--- src/rtl/instr_encoder_if.sv ---
// Field-bundle handshake and imem write port for instr_encoder.
// slave is the encoder side; master is the loader/imem side.
interface instr_encoder_if #(
  parameter int ADDR_W = 6
);
  logic              in_valid;
  logic              in_ready;
  logic              in_last;
  logic [1:0]        in_class;
  logic [3:0]        in_cond;
  logic [3:0]        in_cmd;
  logic              in_i;
  logic              in_s;
  logic              in_l;
  logic [3:0]        in_rn;
  logic [3:0]        in_rd;
  logic [3:0]        in_rm;
  logic [23:0]       in_imm;
  logic              wr_en;
  logic [ADDR_W-1:0] wr_addr;
  logic [31:0]       wr_data;
  logic              mem_ready;

  modport slave (
    input  in_valid, in_last, in_class, in_cond, in_cmd,
    input  in_i, in_s, in_l, in_rn, in_rd, in_rm, in_imm,
    input  mem_ready,
    output in_ready, wr_en, wr_addr, wr_data
  );

  modport master (
    output in_valid, in_last, in_class, in_cond, in_cmd,
    output in_i, in_s, in_l, in_rn, in_rd, in_rm, in_imm,
    output mem_ready,
    input  in_ready, wr_en, wr_addr, wr_data
  );
endinterface

--- src/rtl/instr_encoder.sv ---
// Packs symbolic DP/MEM/B fields into ARM words and streams them to imem.
// Define IMM_ROTATE_EN to encode DP immediates > 255 as rotated imm8.
module instr_encoder #(
  parameter int ADDR_W    = 6,
  parameter int BASE_ADDR = 0,
  parameter int DEPTH     = 64
) (
  input  logic              clk,
  input  logic              reset,
  input  logic              start,
  instr_encoder_if.slave    b,
  output logic              busy,
  output logic              done,
  output logic              err,
  output logic [ADDR_W:0]   word_cnt
);

  typedef enum logic [1:0] {
    IDLE, RUN, DRAIN, FULL
  } state_t;

  localparam logic [ADDR_W-1:0] BASE = ADDR_W'(BASE_ADDR);
  localparam logic [ADDR_W:0]   LAST_CNT = (ADDR_W+1)'(DEPTH-1);

  state_t            state, nxt;
  logic              wen;
  logic [ADDR_W-1:0] waddr;
  logic [31:0]       wdata;
  logic [31:0]       enc;
  logic              rej;
  logic              accept, fire, cnt_hit;
  logic              cls_dp, cls_mem, cls_br;
  logic              cmd_ok, is_cmp;
  logic              dp_imm_ok;
  logic [11:0]       dp_imm, src2;

  assign b.wr_en   = wen;
  assign b.wr_addr = waddr;
  assign b.wr_data = wdata;

  assign b.in_ready = (state == RUN) & ~start
                    & (~wen | b.mem_ready);
  assign accept  = b.in_valid & b.in_ready;
  assign fire    = wen & b.mem_ready;
  assign cnt_hit = word_cnt == LAST_CNT;
  assign busy    = state == RUN;

  assign cls_dp  = b.in_class == 2'b00;
  assign cls_mem = b.in_class == 2'b01;
  assign cls_br  = b.in_class == 2'b10;
  assign is_cmp  = b.in_cmd == 4'b1010;

  always_comb begin
    case (b.in_cmd)
      4'b0100, 4'b0010, 4'b0000,
      4'b1100, 4'b1010: cmd_ok = 1'b1;
      default:          cmd_ok = 1'b0;
    endcase
  end

`ifdef IMM_ROTATE_EN
  logic [31:0] imm32, rolv;
  logic [3:0]  rot;
  logic [7:0]  imm8;

  // Scan high to low so the smallest fitting rotation wins.
  always_comb begin
    imm32     = {8'h00, b.in_imm};
    rolv      = '0;
    rot       = '0;
    imm8      = '0;
    dp_imm_ok = 1'b0;
    for (int k = 15; k >= 0; k--) begin
      rolv = (imm32 << (2*k)) | (imm32 >> (32 - 2*k));
      if (rolv[31:8] == 24'h0) begin
        dp_imm_ok = 1'b1;
        rot       = 4'(k);
        imm8      = rolv[7:0];
      end
    end
  end
  assign dp_imm = {rot, imm8};
`else
  assign dp_imm_ok = b.in_imm[23:8] == 16'h0;
  assign dp_imm    = {4'h0, b.in_imm[7:0]};
`endif

  assign src2 = b.in_i ? dp_imm : {8'h00, b.in_rm};

  always_comb begin
    enc = '0;
    rej = 1'b0;
    unique case (1'b1)
      cls_dp: begin
        rej = ~cmd_ok | (b.in_i & ~dp_imm_ok);
        enc = {b.in_cond, 2'b00, b.in_i, b.in_cmd,
               b.in_s | is_cmp, b.in_rn,
               is_cmp ? 4'h0 : b.in_rd, src2};
      end
      cls_mem: begin
        rej = |b.in_imm[23:12];
        enc = {b.in_cond, 2'b01, 4'b0110, 1'b0,
               b.in_l, b.in_rn, b.in_rd,
               b.in_imm[11:0]};
      end
      cls_br: begin
        enc = {b.in_cond, 3'b101, 1'b0, b.in_imm};
      end
      default: rej = 1'b1;
    endcase
  end

  always_comb begin
    nxt = state;
    if (start) begin
      nxt = RUN;
    end else begin
      unique case (state)
        RUN: begin
          if (fire & cnt_hit)
            nxt = FULL;
          else if (accept & b.in_last)
            nxt = DRAIN;
        end
        DRAIN: if (~wen | b.mem_ready) nxt = IDLE;
        default: nxt = state;
      endcase
    end
  end

  always_ff @(posedge clk) begin
    if (reset) state <= IDLE;
    else       state <= nxt;
  end

  always_ff @(posedge clk) begin
    if (reset) begin
      wen      <= 1'b0;
      waddr    <= BASE;
      wdata    <= '0;
      word_cnt <= '0;
      err      <= 1'b0;
      done     <= 1'b0;
    end else if (start) begin
      wen      <= 1'b0;
      waddr    <= BASE;
      word_cnt <= '0;
      err      <= 1'b0;
      done     <= 1'b0;
    end else begin
      done <= (state == DRAIN) & (nxt == IDLE);
      if (fire) begin
        waddr    <= waddr + 1'b1;
        word_cnt <= word_cnt + 1'b1;
      end
      if (accept & ~rej) begin
        wen   <= 1'b1;
        wdata <= enc;
      end else if (accept | fire) begin
        wen <= 1'b0;
      end
      if (accept & rej) err <= 1'b1;
      // Anything accepted alongside the DEPTH-th write is dropped.
      if (state == RUN && nxt == FULL) begin
        wen <= 1'b0;
        err <= 1'b1;
      end
    end
  end

endmodule

--- src/flat_wrapper.sv ---
// flat-port wrapper written by rule: the top's interface ports become plain ports
module instr_encoder_flat 
#(
  parameter int ADDR_W    = 6,
  parameter int BASE_ADDR = 0,
  parameter int DEPTH     = 64
)
  (clk, reset, start, busy, done, err, word_cnt, b_in_valid, b_in_last, b_in_class, b_in_cond, b_in_cmd, b_in_i, b_in_s, b_in_l, b_in_rn, b_in_rd, b_in_rm, b_in_imm, b_mem_ready, b_in_ready, b_wr_en, b_wr_addr, b_wr_data);
  instr_encoder_if #(.ADDR_W(ADDR_W)) b_i ();
  input  logic clk;
  input  logic reset;
  input  logic start;
  output logic busy;
  output logic done;
  output logic err;
  output logic [ADDR_W:0] word_cnt;
  input wire logic [$bits(b_i.in_valid)-1:0] b_in_valid;
  input wire logic [$bits(b_i.in_last)-1:0] b_in_last;
  input wire logic [$bits(b_i.in_class)-1:0] b_in_class;
  input wire logic [$bits(b_i.in_cond)-1:0] b_in_cond;
  input wire logic [$bits(b_i.in_cmd)-1:0] b_in_cmd;
  input wire logic [$bits(b_i.in_i)-1:0] b_in_i;
  input wire logic [$bits(b_i.in_s)-1:0] b_in_s;
  input wire logic [$bits(b_i.in_l)-1:0] b_in_l;
  input wire logic [$bits(b_i.in_rn)-1:0] b_in_rn;
  input wire logic [$bits(b_i.in_rd)-1:0] b_in_rd;
  input wire logic [$bits(b_i.in_rm)-1:0] b_in_rm;
  input wire logic [$bits(b_i.in_imm)-1:0] b_in_imm;
  input wire logic [$bits(b_i.mem_ready)-1:0] b_mem_ready;
  output wire logic [$bits(b_i.in_ready)-1:0] b_in_ready;
  output wire logic [$bits(b_i.wr_en)-1:0] b_wr_en;
  output wire logic [$bits(b_i.wr_addr)-1:0] b_wr_addr;
  output wire logic [$bits(b_i.wr_data)-1:0] b_wr_data;
  assign b_i.in_valid = b_in_valid;
  assign b_i.in_last = b_in_last;
  assign b_i.in_class = b_in_class;
  assign b_i.in_cond = b_in_cond;
  assign b_i.in_cmd = b_in_cmd;
  assign b_i.in_i = b_in_i;
  assign b_i.in_s = b_in_s;
  assign b_i.in_l = b_in_l;
  assign b_i.in_rn = b_in_rn;
  assign b_i.in_rd = b_in_rd;
  assign b_i.in_rm = b_in_rm;
  assign b_i.in_imm = b_in_imm;
  assign b_i.mem_ready = b_mem_ready;
  assign b_in_ready = b_i.in_ready;
  assign b_wr_en = b_i.wr_en;
  assign b_wr_addr = b_i.wr_addr;
  assign b_wr_data = b_i.wr_data;
  instr_encoder #(.ADDR_W(ADDR_W), .BASE_ADDR(BASE_ADDR), .DEPTH(DEPTH)) u_core (.clk(clk), .reset(reset), .start(start), .b(b_i), .busy(busy), .done(done), .err(err), .word_cnt(word_cnt));
endmodule
--- config.mk ---
export PLATFORM = sky130hd
export DESIGN_NAME = instr_encoder_flat
export DESIGN_NICKNAME = d
export VERILOG_FILES = /design/src/rtl/instr_encoder_if.sv /design/src/rtl/instr_encoder.sv /design/src/flat_wrapper.sv
export SDC_FILE = /design/constraint.sdc
export NUM_CORES = 1
export LEC_CHECK = 0
export BUFFER_PORTS_ARGS = -buffer_cell sky130_fd_sc_hd__buf_2
export CORE_MARGIN = 2
export CORE_UTILIZATION = 25
export CTS_CLUSTER_SIZE = 40
export DETAILED_ROUTE_END_ITERATION = 8
export PLACE_DENSITY_LB_ADDON = 0.1
export SYNTH_ARGS = -nofsm -noshare
export SYNTH_HDL_FRONTEND = slang
export SYNTH_SLANG_ARGS = --single-unit
--- constraint.sdc ---
create_clock -name clk -period 2.5 [get_ports clk]
set_input_delay 0.5 -clock clk [delete_from_list [all_inputs] [get_ports clk]]
set_output_delay 0.5 -clock clk [all_outputs]
set_load 0.02 [all_outputs]
==> flow_metrics.tcl <==
set metrics [dict create \
    outcome "completed" \
    setup_viol 0 \
    io_buffers 104 \
    die_w_um 104 \
    hold_end "u_core.b.wr_data[5]$_SDFFE_PP0P_" \
    postCtsHoldBufs 0 \
    clock_latency_ps 290 \
    post-route-min-period_ps 2170 \
    grt_overflow 0 \
    drv_cap 0 \
    synth_ff_type "dfxtp_1" \
    regToRegEndpoint "u_core.b.wr_data[23]$_SDFFE_PP0P_" \
    grt_use_total_pct 13.4 \
    yosysWarningCount 0 \
    syn-cell-area_um2 2490 \
    layout.nets 448 \
    fmax_ghz 0.461 \
    antenna_left 0 \
    syn_inst 289 \
    hp-class "input port to register" \
    grt_pass1_wl_um 11800 \
    clock-sinks 50 \
    grt_antenna_before_repair 0 \
    ys_seq_area_share_pct 40.1 \
    cp_data_arrival_time_ps 1670 \
    async_flop_share_pct 0 \
    coreArea_um2 9730 \
    reg2reg_depth 7 \
    grt_pass1_vias 2409 \
    die_y_um 104 \
    r2r_start "u_core.state[0]$_SDFF_PP0_" \
    worst_slew_margin_rel_pct 59.6 \
    rows 36 \
    area_growth_pct 29.6 \
    critical-path-slowest-cell "dfxtp_1" \
    cts_resized 0 \
    crit_path_max_fanout 6 \
    r2r_slack_ps 360 \
    cts_max_path_buffers 2 \
    hold_ws_ps 441 \
    die-area_um2 10800 \
    p_total_mw 1.50 \
    dr.pass1.iters 4 \
    slowest_delay_ps 430 \
    clk_pin_slew_ps 90 \
    grt_setup_unrepaired "no" \
    cts.root.buffer_cell "clkbuf_8" \
    dr_total_vias 2397 \
    gp_congestion 0.792 \
    finalHoldViolCount 0 \
    worstHoldStart "b_in_imm[5]" \
    initial_utilization_pct 25.6 \
    final_cell_mix "104 x buf_2, 50 x nor2_1, 50 x dfxtp_1" \
    post-route-period-util_pct 86.8 \
    vias_per_cell 4.58 \
    synth-edff-count 0 \
    syn_nets 348 \
    syn-mean-instance-area_um2 8.63 \
    crit_path_end_kind "primary output" \
    holdPathStages 3 \
    cts_buffers 5 \
    powerDensity_nw_per_um2 465 \
    dp_hpwl_um 5520 \
    total_leakage_power_nw 1.33 \
    grt_max_degree 48 \
    drc 0 \
    htree_levels 2 \
    cts_tree "done" \
    finalSetupTns_ps 0 \
    irDropWorstVdd_mv 0.177 \
    slew_violations 0 \
    diodes 0 \
    path_buf_inv 1 \
    final_common_cell "buf_2" \
    critical_path_class "register to primary output" \
    postRouteWirelength_um 7160 \
    cp.required_ps 2000 \
    synth_cell_types 44 \
    cp_top_family "flip-flops" \
    cts_setup_buffers 0 \
    start_kind "register" \
    worstMarginPinSlew_ps 602 \
    drtIter0Drc 49 \
    wl_per_cell_um 13.7 \
    fin_worst_skew_ps 8.95 \
    final_util_pct 33.2 \
    crit_chain "ha_1 -> nand2b_1 -> nor2_1 -> buf_2" \
    yosys_register_bits 50 \
    layout-drive-gt1-share_pct 35.6 \
    ios 105 \
]
[cell usage after synthesis (2+ instances only)]
cell type,n,area [um^2]
a22oi_1,12,90.1
nor4_2,4,50.1
nand4_1,3,18.8
nand2_1,16,60.1
inv_1,3,11.3
o21ai_0,3,15.0
xor2_1,7,61.3
nand2b_1,17,106
or2_2,3,18.8
nand3_1,17,85.1
a21o_1,2,15.0
a211oi_2,13,163
dfxtp_1,50,1000
nor3_1,3,15.0
clkbuf_1,8,30.0
buf_1,2,7.51
xnor2_1,2,17.5
and2_1,2,12.5
o21ai_1,10,50.1
nor2_1,50,188
ha_1,4,50.1
nor4_1,2,12.5
buf_6,3,33.8
buf_4,3,22.5
nor2b_1,4,25.0
mux2i_1,8,80.1
a21oi_1,20,100
o21a_1,2,15.0
[per-layer routing]
layer | share of wire, % | track usage (%) | up-vias
li1 | - | - | 1215
met1 | 45 | 16.0 | 1115
met2 | 48 | 23.9 | 65
met3 | 6.2 | 3.63 | 2
met4 | 0.50 | 2.90 | 0
met5 | 0 | 0 | -
[worst min-delay path, delay by kind of cell]
family / cells / cell delay (ps)
buffers and inverters: 1 / 80
AOI/OAI and AO/OA: 1 / 70
and+or+nand+nor: 1 / 50
[cells by family (layout without fill, tap and decap cells)]
kind of cell | after synthesis | count (layout) | synth area share [%]
AND/OR/NAND/NOR | 126 | 126 | 25.3
AO/OA/AOI/OAI | 71 | 71 | 21.6
flip-flops | 50 | 50 | 40.1
buffers and inverters | 21 | 122 | 4.57
XOR/XNOR | 9 | 9 | 3.16
multiplexers | 8 | 8 | 3.21
adder cells (fa/ha/maj) | 4 | 4 | 2.01
[power breakdown]
group | leakage (nW) | internal [mW] | total, mW | switching, mW
Clock | 0.0482 | 0.224 | 0.491 | 0.267
Sequential | 0.403 | 0.804 | 0.809 | 0.00524
Combinational | 0.877 | 0.0821 | 0.203 | 0.121
[flip-flops by register name, indices dropped and copies added, names as in the netlist]
signal            count
u_core.b.wr_data     32
u_core.word_cnt       7
u_core.b.wr_addr      6
u_core.state          2
u_core.b.wr_en        1
u_core.done           1
u_core.err            1
[final cells by class]
class	instances	area, um^2
Clock inverter	1	5.00
Fill cell	1102	6500
Multi-Input combinational cell	218	1380
Sequential cell	50	1000
Timing Repair Buffer	110	578
Tap cell	133	166
Inverter	4	15.0
Clock buffer	7	86.3
[stage by stage]
step,instances,worst slack [ps],instance area (um^2)
6_report,523,330,3230
5_1_grt,523,194,3230
4_1_cts,523,318,3230
3_5_place_dp,515,223,3140
3_3_place_gp,515,234,3140
2_1_floorplan,289,613,2490
[worst max path at each step]
| stage | from | end | depth (start not counted) |
|---|---|---|---|
| after floorplan | u_core.state[0]$_SDFF_PP0_ | u_core.b.wr_data[0]$_SDFFE_PP0P_ | 7 |
| after global placement | b_in_imm[11] | u_core.b.wr_data[22]$_SDFFE_PP0P_ | 7 |
| after detailed placement | b_in_imm[11] | u_core.b.wr_data[23]$_SDFFE_PP0P_ | 7 |
| after CTS | u_core.state[0]$_SDFF_PP0_ | b_in_ready | 4 |
| after global routing | u_core.state[0]$_SDFF_PP0_ | b_in_ready | 4 |
| final | u_core.state[0]$_SDFF_PP0_ | b_in_ready | 4 |
Note: power is estimated with default switching activity, not from simulation.
